### src/rtl/rbm_argmax_scorer.sv
// Consumes the RBM class-score vector once per finish level, scans it for the signed argmax
// and keeps saturating correct/total counts for accuracy measurement.
module rbm_argmax_scorer #(
    parameter int unsigned bitlength   = 12,
    parameter int unsigned output_dim  = 2,
    parameter int unsigned label_width = 8,
    parameter int unsigned count_width = 16
) (
    input  logic                              clock,
    input  logic                              reset,
    input  logic                              finish,
    input  logic [output_dim*bitlength-1:0]   OutputData,
    input  logic [label_width-1:0]            label,
    input  logic                              clear_counts,
    output logic                              busy,
    output logic                              result_valid,
    output logic [label_width-1:0]            predicted,
    output logic                              correct,
    output logic [count_width-1:0]            correct_count,
    output logic [count_width-1:0]            total_count
);

    localparam int unsigned IdxWidth = (output_dim > 1) ? $clog2(output_dim) : 1;
    localparam logic [IdxWidth-1:0] LastIdx = IdxWidth'(output_dim - 1);
    localparam logic [count_width-1:0] CntMax = '1;

    typedef enum logic [1:0] {StIdle, StScan, StReport, StWaitLow} state_e;

    state_e state_q, state_d;

    logic [output_dim*bitlength-1:0] scores_q, scores_d;
    logic [label_width-1:0]          label_q, label_d;
    logic signed [bitlength-1:0]     best_q, best_d;
    logic [IdxWidth-1:0]             best_idx_q, best_idx_d;
    logic [IdxWidth-1:0]             idx_q, idx_d;
    logic                            busy_q, busy_d;
    logic                            valid_q, valid_d;
    logic [label_width-1:0]          predicted_q, predicted_d;
    logic                            correct_q, correct_d;
    logic [count_width-1:0]          correct_cnt_q, correct_cnt_d;
    logic [count_width-1:0]          total_cnt_q, total_cnt_d;

    logic signed [bitlength-1:0]          entry;
    logic [label_width+IdxWidth-1:0]      best_idx_ext;
    logic [label_width+IdxWidth-1:0]      label_ext;
    logic                                 label_match;

    assign entry        = scores_q[int'(idx_q)*bitlength +: bitlength];
    // Widen both sides so out-of-range labels never alias onto a valid index.
    assign best_idx_ext = {{label_width{1'b0}}, best_idx_q};
    assign label_ext    = {{IdxWidth{1'b0}}, label_q};
    assign label_match  = (best_idx_ext == label_ext);

    always_ff @(posedge clock) begin
        if (reset) begin
            state_q       <= StIdle;
            scores_q      <= '0;
            label_q       <= '0;
            best_q        <= '0;
            best_idx_q    <= '0;
            idx_q         <= '0;
            busy_q        <= 1'b0;
            valid_q       <= 1'b0;
            predicted_q   <= '0;
            correct_q     <= 1'b0;
            correct_cnt_q <= '0;
            total_cnt_q   <= '0;
        end else begin
            state_q       <= state_d;
            scores_q      <= scores_d;
            label_q       <= label_d;
            best_q        <= best_d;
            best_idx_q    <= best_idx_d;
            idx_q         <= idx_d;
            busy_q        <= busy_d;
            valid_q       <= valid_d;
            predicted_q   <= predicted_d;
            correct_q     <= correct_d;
            correct_cnt_q <= correct_cnt_d;
            total_cnt_q   <= total_cnt_d;
        end
    end

    always_comb begin
        state_d = state_q;
        unique case (state_q)
            StIdle:    if (finish) state_d = (output_dim > 1) ? StScan : StReport;
            StScan:    if (idx_q == LastIdx) state_d = StReport;
            StReport:  state_d = StWaitLow;
            StWaitLow: if (!finish) state_d = StIdle;
            default:   state_d = StIdle;
        endcase
    end

    always_comb begin
        scores_d      = scores_q;
        label_d       = label_q;
        best_d        = best_q;
        best_idx_d    = best_idx_q;
        idx_d         = idx_q;
        busy_d        = (state_d != StIdle);
        valid_d       = 1'b0;
        predicted_d   = predicted_q;
        correct_d     = correct_q;
        correct_cnt_d = correct_cnt_q;
        total_cnt_d   = total_cnt_q;

        unique case (state_q)
            StIdle: begin
                if (finish) begin
                    scores_d   = OutputData;
                    label_d    = label;
                    best_d     = OutputData[bitlength-1:0];
                    best_idx_d = '0;
                    idx_d      = IdxWidth'(1);
                end
            end
            StScan: begin
                // Strict compare keeps the lowest index on ties.
                if (entry > best_q) begin
                    best_d     = entry;
                    best_idx_d = idx_q;
                end
                idx_d = idx_q + 1'b1;
            end
            StReport: begin
                valid_d     = 1'b1;
                predicted_d = best_idx_ext[label_width-1:0];
                correct_d   = label_match;
                if (total_cnt_q != CntMax) total_cnt_d = total_cnt_q + 1'b1;
                if (label_match && correct_cnt_q != CntMax) correct_cnt_d = correct_cnt_q + 1'b1;
            end
            default: ;
        endcase

        if (clear_counts) begin
            correct_cnt_d = '0;
            total_cnt_d   = '0;
        end
    end

    assign busy          = busy_q;
    assign result_valid  = valid_q;
    assign predicted     = predicted_q;
    assign correct       = correct_q;
    assign correct_count = correct_cnt_q;
    assign total_count   = total_cnt_q;

endmodule
### config.mk
export PLATFORM = sky130hd
export DESIGN_NAME = rbm_argmax_scorer
export DESIGN_NICKNAME = d
export VERILOG_FILES = /design/src/rtl/rbm_argmax_scorer.sv
export SDC_FILE = /design/constraint.sdc
export NUM_CORES = 1
export LEC_CHECK = 0
export CAP_MARGIN = 20
export CORE_MARGIN = 2
export CORE_UTILIZATION = 27
export CTS_CLUSTER_SIZE = 30
export DETAILED_ROUTE_END_ITERATION = 7
export DONT_BUFFER_PORTS = 1
export GPL_TIMING_DRIVEN = 0
export PLACE_DENSITY = 0.4
export SETUP_SLACK_MARGIN = 0.5
export SYNTH_ARGS = -nofsm -noshare
export SYNTH_HDL_FRONTEND = slang
export SYNTH_SLANG_ARGS = --single-unit
### constraint.sdc
create_clock -name clock -period 3.68 [get_ports clock]
set_input_delay 0.736 -clock clock [delete_from_list [all_inputs] [get_ports clock]]
set_output_delay 0.736 -clock clock [all_outputs]
set_load 0.1 [all_outputs]
# Yosys cells after proc, flatten, opt, wreduce, memory -nomap -nowiden
# Index checks and enable logic that the tools add are counted.
[op_classes]
addsub = 3
n_mul = 1
magnitude_cmp = 1
n_eq_ne = 8
shifts = 1
muxes = 13
n_reduce_logical = 10
[op_table]
columns = ["cell", "count"]
rows = [
  ["16-bit by 1-bit adder with 16-bit output, second input constant", 2],
  ["16-bit inequality test, second input constant", 2],
  ["12-bit 2-to-1 mux", 2],
  ["12-bit one-hot mux with 2 select lines", 1],
  ["24-bit by 6-bit indexed part select with 12-bit output", 1],
  ["12-bit greater-than comparator", 1],
  ["1-bit by 8-bit == test with 1-bit output", 1],
  ["2-bit one-hot mux with 4 select lines", 1],
  ["2-bit AND reduction", 4],
  ["2-bit 2-to-1 mux", 3],
  ["2-bit == test, second input constant", 2],
  ["1-bit 2-to-1 mux", 4],
  ["2-bit inequality test, second input constant", 2],
  ["1-bit one-hot mux with 2 select lines", 2],
  ["2-bit nonzero test", 2],
  ["1-bit by 2-bit multiplier with 3-bit output, second input constant", 1],
  ["3-bit AND reduction", 1],
  ["2-bit by 1-bit == test with 1-bit output, second input constant", 1],
  ["2-bit logical NOT", 1],
  ["2-bit OR reduction", 1],
  ["1-bit adder, second input constant", 1],
  ["1-bit logical AND", 1],
]
[totals]
register_bits = 84
in_bits = 36
out_inout_bits = 43
word_cells = 49

# Depth between registers and ports, before layout
# Gate-level depths: netlist of run 1.
[depth]
depth_word = 5
depth_mapped = 11
ltp_nobuf = 8

# Least setup slack after synthesis of run 1
# Ideal clock, no wire load.
[synth_timing]
kind = "register to register"
startpoint = "register idx_q"
endpoint = "register best_q[10]"
setup_time_ns = 0.122
t_arrival_ns = 2.909
t_required_ns = 3.558
path_slack_ns = 0.649
stages_incl_launch_ff = 12
n_path_buf = 3
period_less_slack_ns = 3.031
cell_sequence = "dfxtp_1 clkbuf_1 clkbuf_1 mux2_2 ha_1 and3_1 a31oi_1 a211oi_1 a211o_1 and2_4 buf_6 a221o_1"
[synth_via]
elab_chain_cells = 5
elab_cells_between_ends = 7
classes_between = "mul: 1; order compare: 1; eq/ne: 1; shift: 1; mux: 2; reduce/logical: 1"
[synth_lines]
columns = ["element", "line_no", "rtl"]
rows = [
  ["start, declared", "35", "logic [IdxWidth-1:0] idx_q, idx_d;"],
  ["start signal, assigned", "74", "idx_q <= idx_d;"],
  ["1-bit by 2-bit multiplier with 3-bit output *", "48", "assign entry = scores_q[int'(idx_q)*bitlength +: bitlength];"],
  ["24-bit by 6-bit indexed part select with 12-bit output *", "48", ""],
  ["12-bit greater-than comparator", "120", "if (entry > best_q) begin"],
  ["2-bit inequality test (no line)", "n/a", ""],
  ["3-bit AND reduction (no line)", "n/a", ""],
  ["end signal, assigned", "72", "best_q <= best_d;"],
  ["end, declared", "33", "logic signed [bitlength-1:0] best_q, best_d;"],
]
# Mark *: on every way between the ends. The rest lies on a longest branch, timed or not. The select of a mux whose other input is x is not followed.
# A chain may end at the register's enable or synchronous reset.

# Worst setup path in the final report of run 1
[layout_timing]
startpoint = "register idx_q"
endpoint = "register best_q[4]"
# The elaborated chain is that of the path after synthesis.

==> results_dict.tcl, run 1 <==
set metrics [dict create \
    routed-via-count 3287 \
    path_buf_inv 3 \
    status "completed" \
    yosysSeqAreaShare_pct 42.30 \
    maxCapViolations 0 \
    clock_path_buffers 2 \
    fin_skew_ns 0.006506 \
    switchingPower_uw 678.6 \
    critPathMaxFanout 10 \
    worstSkewPairLatency_ns 0.35 \
    dpl.hpwl_mm 7.724 \
    antenna_found_initial 0 \
    p_comb_share_pct 17.1 \
    seqCellArea_um2 1682 \
    ant_nets 0 \
    cp_common_cell "buf_6" \
    internal_power_uw 1694 \
    vias_per_cell 4.771 \
    syn-instance-count 482 \
    clock_power_share_pct 40.2 \
    ys_ff_latch 84 \
    synthFlopType "dfxtp_1" \
    final_hold_viol_count 0 \
    final_common_cell "nand2_1" \
    synth_cell_types 51 \
    nets 550 \
    cts_num_sinks 84 \
    n_antenna_cell 0 \
    final_cell_mix "nand2_1 (86), dfxtp_1 (84), nor2_1 (62), a21oi_1 (43), clkbuf_1 (18)" \
    grt_setup_unrepaired "no" \
    worst_r2r_path_depth 11 \
    tritoncts "built" \
    hold_class "flip-flop to flip-flop" \
    critPathKind "flip-flop to flip-flop" \
    n_fill_cell 1570 \
    tightest_slew_ns 1.148 \
    portBuffers 0 \
    netSwitchingFraction_pct 28.60 \
    grt_overflow 0 \
    endpoint_kind "flip-flop" \
    relSlewSlack_pct 23.33 \
    coreArea_um2 14480 \
    whs_path_depth 2 \
    power_density_nw_per_um2 517.7 \
    max_freq_mhz 331.6 \
    crit_cells 11 \
    cp_cell_sequence "clkbuf_4 -> buf_6 -> mux2_2 -> ha_1 -> and3_1 -> a31oi_1 -> a211oi_1 -> a211o_2 -> and2_4 -> buf_6 -> a221o_1" \
    crit_required_ns 3.91 \
    fin_crit_ns 3.016 \
    grt_max_degree 15 \
    ys_warn_count 0 \
    fin_hold_ws_ns 0.4517 \
    clockRootBuffer "clkbuf_16" \
    wl_per_cell_um 15.27 \
    synth_edf_count 0 \
    syn_to_final_growth_pct 15.30 \
    pwr-share-seq_pct 42.7 \
    drive_above_1_share_pct 9.901 \
    gp_congestion 0.7876 \
    peakVddDrop_mv 0.2108 \
    async_reset_ff_share_pct 0 \
    finalCritPeriodShare_pct 81.95 \
    netlist_area_um2 3975 \
    fin_tns_setup_ns 0 \
    die_area_um2 15710 \
    grt_use_total_pct 14.08 \
    post_cts_buffers 0 \
    die_w_um 125.3 \
    drt-pass1-iter-count 4 \
    cts-htree-levels 3 \
    cp.arrival_ns 3.25 \
    cpPeakStageDelay_ns 0.40 \
    drt_wl_total_mm 10.52 \
    avgSynthCellArea_um2 8.247 \
    start_kind "flip-flop" \
    ctsHoldBuffers 0 \
    crit_family "compound AO/OA/AOI/OAI gates" \
    start_util_pct 27.45 \
    cpMaxStageDelayCell "a211o_2" \
    clk_pin_slew_worst_paths_ns 0.06 \
    setup_viol 0 \
    row_count 44 \
    ios 79 \
    grt_pass1_vias 3258 \
    drc 0 \
    multi_input_area_um2 2116 \
    p_leak_uw 0.001653 \
    grt_pass1_wl_mm 17.46 \
    die-height_um 125.3 \
    final_max_slew_viol_count 0 \
    cts_buffers 9 \
    drt_iter0_drc 154 \
]
-- what timing repair did --
item                                    in CTS  in global routing
hold endpoints to repair                     0                  0
endpoints found under the setup margin      13                 11
gates resized for setup                      5                  4
-- registers in the layout (all words and copies together) (netlist names) --
signal and cells:
best_q 12, busy 1, label_q 8, scores_q 24, predicted 1, correct_count 16
result_valid 1, state_q 2, idx_q 1, total_count 16, correct 1, best_idx_q 1
-- power groups by stage --
stage               Combinational, uW  Sequential, uW  Clock (uW)
finish                            407            1010         953
global route                      463            1020        1030
CTS                               409            1010         986
detailed placement                404            1030           0
global placement                  400            1030           0
floorplan                         314            1020           0
-- final timing paths --
check / start / end / slack (ns)
setup reg to reg: idx_q / best_q[4] / 0.66
setup / recovery: idx_q / best_q[4] / 0.66
hold / removal: scores_q[6] / scores_q[6] / 0.45
hold reg to reg: scores_q[6] / scores_q[6] / 0.45
-- per-stage QoR --
step	setup WS [ns]	cell area, um2	cells	utilization, %	power (uW)
6_report	0.6641	4583	689	31.65	2373
5_1_grt	0.5103	4583	689	31.65	2509
4_1_cts	0.5087	4549	688	31.42	2409
3_5_place_dp	-0.01546	4228	672	29.20	1437
3_3_place_gp	0.003285	4228	672	29.20	1432
2_1_floorplan	0.6490	3998	488	-	1339
-- area by class of cell --
class                           instances  area share [%]
Multi-Input combinational cell        360           46.16
Sequential cell                        84           36.69
Clock buffer                           12           5.597
Tap cell                              184           5.023
Buffer                                 31           3.631
Clock inverter                          4           1.229
Inverter                               13           1.065
Timing Repair Buffer                    1          0.6006
-- kinds of logic after synthesis --
| group | after synthesis | synth area share [%] |
|---|---|---|
| AOI/OAI and AO/OA | 75 | 12.18 |
| buffers and inverters | 44 | 5.068 |
| xor gates and xnor gates | 25 | 5.508 |
| other | 1 | 0.09434 |
| and+or+nand+nor | 225 | 26.57 |
| DFF | 84 | 42.30 |
| adders and majority gates | 14 | 4.407 |
| muxes | 14 | 3.872 |
-- worst reg2reg max path, stage by stage (launching register included) --
cell	delay, ns
dfxtp_1	0.30
clkbuf_4	0.18
buf_6	0.17
mux2_2	0.36
ha_1	0.31
and3_1	0.21
a31oi_1	0.21
a211oi_1	0.08
a211o_2	0.40
and2_4	0.17
buf_6	0.14
a221o_1	0.36
-- layer usage --
metal	part of all wire [%]	global-route usage [%]
met2	45	22.19
met1	46	17.77
met4	2.0	6.144
met5	0	0
met3	6.3	4.407
-- synthesized netlist by cell type (all sizes together) (2+ instances only) --
cell type	n	area, um2
nand4	12	81.33
a21boi	2	15.01
a221o	12	120.1
o21ai	6	30.02
mux2i	3	30.03
a21o	2	15.01
a21oi	43	215.2
buf	12	81.33
mux2	11	123.9
nand2	86	322.8
inv	13	48.80
xnor2	9	78.83
or3	3	18.77
ha	14	175.2
a211oi	3	35.03
nor3b	2	15.01
a31oi	2	12.51
xor2	16	140.1
nand2b	2	12.51
clkbuf	19	71.32
nor4	14	93.84
nor2	63	239.0
and3	5	31.28
nor3	8	45.04
nand3	15	75.07
and4	6	55.05
and2	3	21.27
dfxtp	84	1682
Note: power is estimated with default switching activity, not from simulation.
==> run 2: changes to the inputs <==
==> constraint.sdc (replaced) <==
create_clock -name clock -period 2.8 [get_ports clock]
set_input_delay 0.56 -clock clock [delete_from_list [all_inputs] [get_ports clock]]
set_output_delay 0.56 -clock clock [all_outputs]
set_load 0.1 [all_outputs]
==> run 2 against run 1 <==
The run now ends with negative setup slack left; register-to-register slack got worse by 0.67 ns; clock power grew 25%; sequential share of layout area fell by 0.52 points; via count increased by 2.2%; wire length rose by 2.7%; critical path depth is the same; critical path type unchanged; largest power group unchanged.
==> results_dict.tcl, run 2 (synthesis results as in run 1) <==
set metrics [dict create \
    start_kind "flip-flop" \
    tritoncts "built" \
    hold_class "input port to flip-flop" \
    dpl.hpwl_mm 7.795 \
    grt_overflow 0 \
    setup_ws_ns -0.004741 \
    routed-via-count 3360 \
    setup_viol 1 \
    final_common_cell "nand2_1" \
    largest-register "scores_q" \
    cts_buffers 9 \
    ant_nets 0 \
    clockRootBuffer "clkbuf_16" \
    drt_iter0_drc 124 \
    grt_setup_unrepaired "yes" \
    grt_use_total_pct 14.07 \
    clock_power_share_pct 37.5 \
    netSwitchingFraction_pct 28.19 \
    max_freq_mhz 356.5 \
    status "finished, violations left" \
    tightest_slew_ns 1.144 \
    grt_max_degree 13 \
    post-route-cell-area_um2 4842 \
    place_area_um2 4345 \
    critPathKind "flip-flop to flip-flop" \
    row_count 44 \
    p_comb_share_pct 20.8 \
    peakVddDrop_mv 0.3596 \
    antenna_found_initial 0 \
    grt_pass1_vias 3259 \
    drt-pass1-iter-count 4 \
    crit_required_ns 3.03 \
    drt_wl_total_mm 10.80 \
    cp.arrival_ns 3.03 \
    pwr-share-seq_pct 41.7 \
    clock_path_buffers 2 \
    wl_per_cell_um 15.54 \
    cts-htree-levels 3 \
    final_max_slew_viol_count 0 \
    relSlewSlack_pct 23.62 \
    power_density_nw_per_um2 655.1 \
    finalCritPeriodShare_pct 100.2 \
    fin_skew_ns 0.005687 \
    internal_power_uw 2278 \
    drive_above_1_share_pct 19.37 \
    fin_crit_ns 2.805 \
    r2r_slack_ns -0.005 \
    largest_reg_flops 24 \
    gp_congestion 0.7662 \
    n_antenna_cell 0 \
    syn_to_final_growth_pct 21.81 \
    nets 558 \
    die-height_um 125.3 \
    start_util_pct 27.45 \
    critPathMaxFanout 7 \
    worstSkewPairLatency_ns 0.34 \
    switchingPower_uw 894.2 \
    final_hold_viol_count 0 \
    violations "negative setup slack" \
    endpoint_kind "flip-flop" \
    maxCapViolations 0 \
    drc 0 \
    portBuffers 0 \
    die_area_um2 15710 \
    cts_num_sinks 84 \
    dp_slack_ns -0.2038 \
    p_leak_uw 0.001747 \
    ios 79 \
    final_cell_mix "nand2_1 (86), nor2_1 (62), dfxtp_1 (52), a21oi_1 (43), dfxtp_2 (20)" \
    die_w_um 125.3 \
    vias_per_cell 4.835 \
    coreArea_um2 14480 \
    clk_pin_slew_worst_paths_ns 0.06 \
    grt_pass1_wl_mm 17.34 \
]
[run 2: cell types whose count changed in the layout (fill, tap and decap cells not counted), sizes merged]
cell	change
buf	+7
clkbuf	+1
inv	-1
clkinv	-1
[run 2: per-stage QoR]
stage	cells	TNS [ns]	utilization (%)	power [uW]	hold slack (ns)
2_1_floorplan	488	0	-	1815	0.4329
3_3_place_gp	672	-1.613	30.01	1943	0.4398
3_5_place_dp	672	-1.746	30.01	1949	0.4458
4_1_cts	691	-0.09235	32.53	3203	0.3112
5_1_grt	695	-0.6502	33.44	3342	0.3262
6_report	695	-0.004741	33.44	3172	0.3336
[run 2: metal layers]
| metal | up-vias | GRT usage, % | wire length, um |
|---|---|---|---|
| met5 | - | 0 | 0 |
| met4 | 0 | 5.621 | 238 |
| met3 | 14 | 5.092 | 675 |
| met2 | 72 | 23.56 | 5187 |
| met1 | 1570 | 16.39 | 4699 |
| li1 | 1704 | - | - |
[run 2: critical path, stage by stage (launching register included)]
cell and delay, ns:
dfxtp_2 0.32, buf_8 0.12, clkbuf_16 0.16, mux2_4 0.33, ha_4 0.26, and4_4 0.25
a31oi_4 0.09, a21o_1 0.17, a211o_4 0.35, and2_4 0.17, clkbuf_16 0.15, a221o_1 0.31
[run 2: path summary, 6_finish.rpt]
check	start	end	depth (start not counted)
setup reg to reg	idx_q	best_q[2]	11
hold reg to reg	scores_q[0]	scores_q[0]	2
setup / recovery	idx_q	best_q[2]	11
hold / removal	OutputData[0]	best_q[0]	2
[run 2: layout make-up]
| class | count | area [um2] |
|---|---|---|
| Sequential cell | 84 | 1752 |
| Tap cell | 184 | 230.2 |
| Timing Repair Buffer | 9 | 85.08 |
| Multi-Input combinational cell | 360 | 2240 |
| Clock inverter | 2 | 35.03 |
| Fill cell | 1537 | 9637 |
| Buffer | 31 | 195.2 |
| Inverter | 13 | 48.80 |
| Clock buffer | 12 | 256.5 |
[run 2: timing repair]
action                                  CTS  global route
pin swaps                                 4             3
hold endpoints to repair                  0             0
cloned                                    0             1
resized for setup                        19            25
buffers inserted                          5             3
endpoints found under the setup margin   33            25
hold buffers                              0             0
[run 2: power groups by stage]
stage	Combinational [uW]	Sequential, uW	Clock (uW)
finish	660	1320	1190
detailed placement	590	1360	0
global placement	585	1360	0
global route	729	1330	1280
CTS	625	1330	1250
floorplan	467	1350	0
==> run 3: changes to the inputs <==
--- a/config.mk
+++ b/config.mk
@@ -8,11 +8,12 @@
 export CAP_MARGIN = 20
 export CORE_MARGIN = 2
 export CORE_UTILIZATION = 27
+export CTS_BUF_LIST = sky130_fd_sc_hd__clkbuf_8 sky130_fd_sc_hd__clkbuf_16
 export CTS_CLUSTER_SIZE = 30
 export DETAILED_ROUTE_END_ITERATION = 7
 export DONT_BUFFER_PORTS = 1
 export GPL_TIMING_DRIVEN = 0
-export PLACE_DENSITY = 0.4
+export PLACE_DENSITY = 0.48
 export SETUP_SLACK_MARGIN = 0.5
 export SYNTH_ARGS = -nofsm -noshare
 export SYNTH_HDL_FRONTEND = slang
==> constraint.sdc (replaced) <==
create_clock -name clock -period 3.36 [get_ports clock]
set_input_delay 0.672 -clock clock [delete_from_list [all_inputs] [get_ports clock]]
set_output_delay 0.672 -clock clock [all_outputs]
set_load 0.1 [all_outputs]
==> run 3 against run 2 <==
The run now ends clean; core utilization down 0.15 points; maximum frequency down 1.7%; non-clock buffer count down 3; count of clock-buffer cells in the layout down 1; cell area down 0.44%; sequential cell count unchanged; hold slack better by 0.10 ns; sequential share of layout area down 1.2 points; wire length up 0.92%; first-iteration DRC count down 6.5%; total power down 11%; critical path type unchanged; largest power group is now clock.
==> results_dict.tcl, run 3 (synthesis results as in run 1) <==
set metrics [dict create \
    finalPower_uw 2834 \
    p_leak_uw 0.001732 \
    status "completed" \
    ant_nets 0 \
    vias_per_cell 4.908 \
    maxCapViolations 0 \
    gp_congestion 0.8046 \
    wl_per_cell_um 15.70 \
    drt_wl_total_mm 10.90 \
    drt_iter0_drc 116 \
    path_buf_inv 3 \
    largest_reg_flops 24 \
    clock_path_buffers 2 \
    grt_pass1_wl_mm 17.08 \
    critPathKind "flip-flop to flip-flop" \
    grt_pass1_vias 3315 \
    cts-htree-levels 3 \
    start_util_pct 27.45 \
    ios 79 \
    finalCritPeriodShare_pct 84.93 \
    endpoint_kind "flip-flop" \
    syn_to_final_growth_pct 21.28 \
    die-height_um 125.3 \
    ctsHoldBuffers 0 \
    start_kind "flip-flop" \
    cpPeakStageDelay_ns 0.36 \
    peakVddDrop_mv 0.3100 \
    seqCellArea_um2 1685 \
    die_area_um2 15710 \
    cpMaxStageDelayCell "a211o_4" \
    n_fill_cell 1512 \
    cp.arrival_ns 3.09 \
    tightest_slew_ns 1.155 \
    power_density_nw_per_um2 587.9 \
    crit_family "compound AO/OA/AOI/OAI gates" \
    final_max_slew_viol_count 0 \
    routed-via-count 3406 \
    row_count 44 \
    final_cell_mix "nand2_1 (86), dfxtp_1 (81), nor2_1 (62), a21oi_1 (43), clkbuf_1 (17)" \
    die_w_um 125.3 \
    max_freq_mhz 350.4 \
    fin_skew_ns 0.005359 \
    grt_max_degree 14 \
    clk_pin_slew_worst_paths_ns 0.06 \
    tritoncts "built" \
    clockRootBuffer "clkbuf_16" \
    grt_setup_unrepaired "yes" \
    cts_num_sinks 84 \
    fin_tns_setup_ns 0 \
    relSlewSlack_pct 22.86 \
    multi_input_area_um2 2251 \
    crit_required_ns 3.59 \
    cts_buffers 9 \
    cp_cell_sequence "buf_8 -> clkbuf_16 -> mux2_4 -> ha_4 -> and4_4 -> a31oi_4 -> a21o_1 -> a211o_4 -> and2_4 -> clkbuf_16 -> a221o_1" \
    final_hold_viol_count 0 \
    antenna_found_initial 0 \
    critPathMaxFanout 6 \
    final_common_cell "nand2_1" \
    grt_use_total_pct 13.91 \
    drc 0 \
    portBuffers 0 \
    fin_crit_ns 2.854 \
    largest-register "scores_q" \
    drive_above_1_share_pct 13.33 \
    cp_common_cell "clkbuf_16" \
    coreArea_um2 14480 \
    setup_viol 0 \
    dpl.hpwl_mm 7.659 \
    n_antenna_cell 0 \
    nets 555 \
    hold_class "input port to flip-flop" \
    worstSkewPairLatency_ns 0.35 \
    drt-pass1-iter-count 4 \
    grt_overflow 0 \
]
==> run 3: layout make-up <==
class | instances | area share [%]
Inverter | 13 | 1.012
Tap cell | 184 | 4.776
Multi-Input combinational cell | 360 | 46.69
Clock inverter | 5 | 2.050
Buffer | 31 | 3.971
Timing Repair Buffer | 6 | 1.298
Clock buffer | 11 | 5.243
Sequential cell | 84 | 34.96
==> run 3: report_power, final <==
part,switching [uW],internal [uW],leakage (uW)
registers,52.9,1060,0.000686
logic,313,241,0.000869
clock network,405,763,0.000177
total,771,2060,0.00173
==> run 3: what timing repair did <==
| item | in CTS | in global routing |
|---|---|---|
| pin swaps | 1 | 15 |
| gates cloned | 0 | 1 |
| buffers inserted | 5 | 0 |
| gates resized for setup | 13 | 16 |
| setup endpoints to repair | 13 | 11 |
==> run 3: stage by stage <==
stage,cells,instance area (um2),hold slack [ns],utilization [%],setup slack (ns)
floorplan,488,4003,0.4329,-,0.5650
global placement,672,4233,0.4404,29.23,0.1417
detailed placement,672,4233,0.4451,29.23,0.1185
CTS,693,4701,0.4237,32.47,0.5001
global route,694,4821,0.4445,33.30,0.4573
finish,694,4821,0.4381,33.30,0.5064
==> run 3: layer usage <==
layer | wire length, um | vias up | track usage, %
li1 | - | 1693 | -
met1 | 4593 | 1612 | 15.72
met2 | 5366 | 84 | 23.72
met3 | 761 | 17 | 5.819
met4 | 177 | 0 | 4.641
met5 | 0 | - | 0
==> run 3: path summary, 6_finish.rpt <==
kind / endpoint / cells past startpoint / from / slack (ns)
worst max register to register: best_q[4] / 11 / idx_q / 0.51
worst max-delay path: best_q[4] / 11 / idx_q / 0.51
worst min register to register: scores_q[10] / 2 / scores_q[10] / 0.46
worst min-delay path: best_q[0] / 2 / OutputData[0] / 0.44
==> edit 1 (settings of run 1) <==
Register the inputs `finish`, `OutputData`, `label` and `clear_counts` before use. The logic sees them one clock later.
--- a/src/rtl/rbm_argmax_scorer.sv
+++ b/src/rtl/rbm_argmax_scorer.sv
@@ -25,6 +25,18 @@
     localparam logic [count_width-1:0] CntMax = '1;
 
     typedef enum logic [1:0] {StIdle, StScan, StReport, StWaitLow} state_e;
+
+    logic finish_q;
+    logic [output_dim*bitlength-1:0] OutputData_q;
+    logic [label_width-1:0] label_r;
+    logic clear_counts_q;
+
+    always_ff @(posedge clock) begin
+        finish_q       <= finish;
+        OutputData_q   <= OutputData;
+        label_r        <= label;
+        clear_counts_q <= clear_counts;
+    end
 
     state_e state_q, state_d;
 
@@ -84,10 +96,10 @@
     always_comb begin
         state_d = state_q;
         unique case (state_q)
-            StIdle:    if (finish) state_d = (output_dim > 1) ? StScan : StReport;
+            StIdle:    if (finish_q) state_d = (output_dim > 1) ? StScan : StReport;
             StScan:    if (idx_q == LastIdx) state_d = StReport;
             StReport:  state_d = StWaitLow;
-            StWaitLow: if (!finish) state_d = StIdle;
+            StWaitLow: if (!finish_q) state_d = StIdle;
             default:   state_d = StIdle;
         endcase
     end
@@ -107,10 +119,10 @@
 
         unique case (state_q)
             StIdle: begin
-                if (finish) begin
-                    scores_d   = OutputData;
-                    label_d    = label;
-                    best_d     = OutputData[bitlength-1:0];
+                if (finish_q) begin
+                    scores_d   = OutputData_q;
+                    label_d    = label_r;
+                    best_d     = OutputData_q[bitlength-1:0];
                     best_idx_d = '0;
                     idx_d      = IdxWidth'(1);
                 end
@@ -133,7 +145,7 @@
             default: ;
         endcase
 
-        if (clear_counts) begin
+        if (clear_counts_q) begin
             correct_cnt_d = '0;
             total_cnt_d   = '0;
         end
Formal check against the unedited RTL: not equivalent (Yosys sat finds a counterexample within 4 cycles, from zero or initial values and one cycle with reset high).
==> edit 1 against run 1 <==
- hold slack got worse by 0.11 ns
- power increased by 48%
- critical endpoint is now best_idx_q
- synthesized area increased by 22%
- routed wire length increased by 14%
- die area increased by 21%
- setup slack improved by 0.085 ns
- design area increased by 27%
- sequential share of layout area increased by 3.9 points
- synthesized cell count increased by 6.8%
- sequential cell count increased by 34
- critical path type unchanged
==> edit 1: results <==
set metrics [dict create \
    status "finished clean" \
    firstDrtPassIters 5 \
    portBuffers 0 \
    clkPwrFrac_pct 46.6 \
    synthTopCellsByArea "dfxtp_1 (49%), nand2_1 (6.4%), mux2i_1 (5.4%)" \
    antenna_found_initial 0 \
    gp_congestion 0.7452 \
    grt_max_degree 17 \
    netlist_top_cells_count "dfxtp_1 (118), nand2_1 (82), a21oi_1 (50), nor2_1 (29), mux2i_1 (26)" \
    dp_cells 748 \
    yosys-mux-area-fraction_pct 8.172 \
    ir_worst_vdd_mv 0.3477 \
    syn_inst 515 \
    synth_adder_area_share_pct 3.620 \
    dp_hpwl_mm 8.747 \
    cts_buffers 17 \
    pwr-share-comb_pct 13.0 \
    grt_pass1_wl_mm 18.69 \
    cts_max_path_buffers 2 \
    tightest_slew_ns 1.155 \
    first_iter_violations 153 \
    yosysWarnings 0 \
    h-tree-depth 4 \
    path_clk_slew_ns 0.06 \
    hold_path.class "input port to flip-flop" \
    reg_top3 "OutputData_q x24, scores_q x24" \
    place_ws_ns 0.2859 \
    viasPerCell 4.583 \
    num_vias 3593 \
    p_sw_uw 949.9 \
    yosysUniqueCellTypes 49 \
    drive_above_1_share_pct 15.03 \
    cp_data_arrival_time_ns 3.23 \
    fin_nets 596 \
    ctsRootBufferMaster "clkbuf_16" \
    final_antenna_net_count 0 \
    synth_ff_type "dfxtp_1" \
    leakagePower_nw 2.189 \
    ys_seq_area_share_pct 48.82 \
    ys_async_sr_fraction_pct 0 \
    p_sw_share_pct 27.00 \
    wl_mm 11.96 \
    place_area_sq_um 5174 \
    num_antenna_cells 0 \
    synthXorXnorAreaFrac_pct 3.258 \
    skew_ns 0.009556 \
    r2r_cells 10 \
    grt_pass1_vias 3633 \
    clock_latency_ns 0.42 \
    worst-path-max-fanout 10 \
    holdPathStages 0 \
    track_usage_pct 13.30 \
    synth-compound-area-share_pct 11.74 \
]
edit 1: cell count changes after synthesis, sizes merged, moves of 7 or more:
cell | run 1 | this run
xor2 | 16 | 3
a221o | 12 | 0
mux2i | 3 | 26
nor2 | 63 | 29
nor4 | 14 | 4
a21oi | 43 | 50
dfxtp | 84 | 118
or2 | 1 | 12
nand2b | 2 | 13
edit 1: final timing paths:
check,from,to,slack [ns]
worst min register to register,label_r[5],label_q[5],0.44
worst min-delay path,label[7],label_r[7],0.34
worst max register to register,idx_q,best_idx_q,0.75
worst max-delay path,idx_q,best_idx_q,0.75
edit 1: layer usage:
layer  global-route usage [%]  vias to the layer above  share of wire, %
met5                        0                        -                 0
met4                    4.932                        0               1.2
met3                    4.825                       14               5.7
met2                    22.08                       85                47
met1                    15.72                     1666                46
li1                         -                     1828                 -
edit 1: layout make-up:
type                            instances  area, sq um
Buffer                                 28        142.6
Clock buffer                           18        439.2
Clock inverter                         14        151.4
Fill cell                            1824        11600
Inverter                               18        67.56
Multi-Input combinational cell        357         2293
Sequential cell                       118         2362
Tap cell                              225        281.5
Timing Repair Buffer                    6        77.57
edit 1: timing repair:
action	in CTS	in global routing
resized for setup	2	1
setup buffers	0	2
setup endpoints to repair	11	11
pin swaps	0	1
cloned	0	0
edit 1: critical path, cell delays in order, from the launching register on:
cell and delay (ns):
dfxtp_1 0.30, clkbuf_2 0.20, buf_4 0.24, mux2_2 0.37, ha_1 0.29, a21o_1 0.16, a2111oi_1 0.37, o21ai_0 0.18
o211ai_2 0.24, buf_4 0.16, mux2_2 0.31
edit 1: kinds of logic after synthesis:
logic type      Yosys count
xor+xnor                 18
simple gates            193
fa+ha+maj                14
flops                   118
compound gates           87
other cells               1
buf+inv                  46
mux                      38
==> edit 2 (flow settings as in run 1) <==
Without the edit above. Change the parameter `output_dim` from 2 to 4.
--- a/src/rtl/rbm_argmax_scorer.sv
+++ b/src/rtl/rbm_argmax_scorer.sv
@@ -2,7 +2,7 @@
 // and keeps saturating correct/total counts for accuracy measurement.
 module rbm_argmax_scorer #(
     parameter int unsigned bitlength   = 12,
-    parameter int unsigned output_dim  = 2,
+    parameter int unsigned output_dim  = 4,
     parameter int unsigned label_width = 8,
     parameter int unsigned count_width = 16
 ) (
Ports: changed (resized OutputData); port bits go from 79 to 103. No check against the original RTL was run, so the function may have changed too.
==> edit 2 against run 1 <==
- via count up 25%
- die area up 29%
- design area up 27%
- count of clock-buffer cells in the layout down 1
- routed wire length up 38%
- critical endpoint is now best_q[8]
- clock skew up 0.0075 ns
- synthesized area up 30%
- power up 17%
- clock power up 6%
- setup slack better by 0.015 ns
- sequential cell count up 27
- sequential power up 30%
==> edit 2: results <==
set metrics [dict create \
    grt_pass1_vias 4007 \
    dp_cells 832 \
    largest_reg_flops 48 \
    synthTopCellsByArea "dfxtp_1 (43%), nand2_1 (9.8%), a21oi_1 (6.9%)" \
    tightest_slew_ns 1.136 \
    path_clk_slew_ns 0.08 \
    synth_ff_type "dfxtp_1" \
    h-tree-depth 3 \
    wl_mm 14.47 \
    ff2ff_setup_slack_ns 0.68 \
    status "finished clean" \
    clock_latency_ns 0.35 \
    first_iter_violations 193 \
    track_usage_pct 14.71 \
    hold_path.class "flip-flop to flip-flop" \
    synthXorXnorAreaFrac_pct 4.082 \
    intPower_mw 2.001 \
    synth-compound-area-share_pct 13.75 \
    slowest_stage "dfxtp_1" \
    cts_max_path_buffers 2 \
    netlist_top_cells_count "nand2_1 (134), dfxtp_1 (111), a21oi_1 (71), nor2_1 (48), clkbuf_1 (28)" \
    dp_hpwl_mm 11.13 \
    ir_worst_vdd_mv 0.2258 \
    place_area_sq_um 5461 \
    fin_nets 687 \
    gp_congestion 0.7999 \
    grt_max_degree 18 \
    synth_top_area_share_pct 43.15 \
    yosys-mux-area-fraction_pct 7.775 \
    pg_clk_mw 1.01 \
    place_ws_ns 0.1342 \
    pwr-share-comb_pct 16.9 \
    hold_slack_ns 0.4540 \
    grt_pass1_wl_mm 22.59 \
    drive_above_1_share_pct 11.20 \
    ys_seq_area_share_pct 43.15 \
    synth_adder_area_share_pct 3.644 \
    fin_crit_ns 3.001 \
    cp_data_arrival_time_ns 3.26 \
    skew_ns 0.01399 \
    viasPerCell 4.828 \
    fillCellCount 1969 \
    leakagePower_nw 2.013 \
    largest_register "scores_q" \
    antenna_found_initial 0 \
    yosysWarnings 0 \
    num_vias 4104 \
    yosysUniqueCellTypes 51 \
    syn_inst 593 \
    max_stage_delay_ns 0.50 \
]
[edit 2: cell count changes in the layout (fill, tap and decap cells not counted), sizes merged, moves of 12 or more]
cell    before  now
a21oi       43   72
dfxtp       84  111
nor2        63   48
a221oi       0   12
nand2       86  135
mux4         0   12
[edit 2: final cells by class]
cell class	instances	area share, %
Multi-Input combinational cell	429	46.46
Sequential cell	111	38.10
Tap cell	234	5.019
Clock buffer	11	4.161
Buffer	42	3.904
Inverter	16	1.030
Clock inverter	4	0.9438
Timing Repair Buffer	3	0.3861
[edit 2: logic make-up after synthesis]
group / count (synthesis)
AO/OA/AOI/OAI: 109
XOR/XNOR: 24
adder cells (fa/ha/maj): 15
buffers and inverters: 58
flip-flops: 111
multiplexers: 25
other: 1
AND/OR/NAND/NOR: 250
[edit 2: repair_timing]
item,CTS,global route
buffers inserted,1,2
setup endpoints to repair,14,14
gates resized for setup,6,6
pin swaps,1,1
hold buffers,0,0
[edit 2: path summary, 6_finish.rpt]
kind / from / to / cells past startpoint
setup / recovery: idx_q[1] / best_q[8] / 10
hold / removal: scores_q[16] / scores_q[16] / 2
setup reg to reg: idx_q[1] / best_q[8] / 10
hold reg to reg: scores_q[16] / scores_q[16] / 2
[edit 2: metal layers]
metal | share of wire (%) | wire length, um | track usage, % | vias to the layer above
met5 | 0 | 0 | 0 | -
met1 | 45 | 6515 | 19.11 | 1921
met4 | 1.0 | 146 | 4.421 | 0
li1 | - | - | - | 2076
met2 | 46 | 6726 | 23.52 | 95
met3 | 7.4 | 1076 | 4.509 | 12
[edit 2: metrics by stage]
stage,total power [mW],utilization (%)
final,2.787,31.18
after CTS,2.807,30.97
after floorplan,1.675,-
after global placement,1.776,29.20
after detailed placement,1.783,29.20
after global routing,2.925,31.18
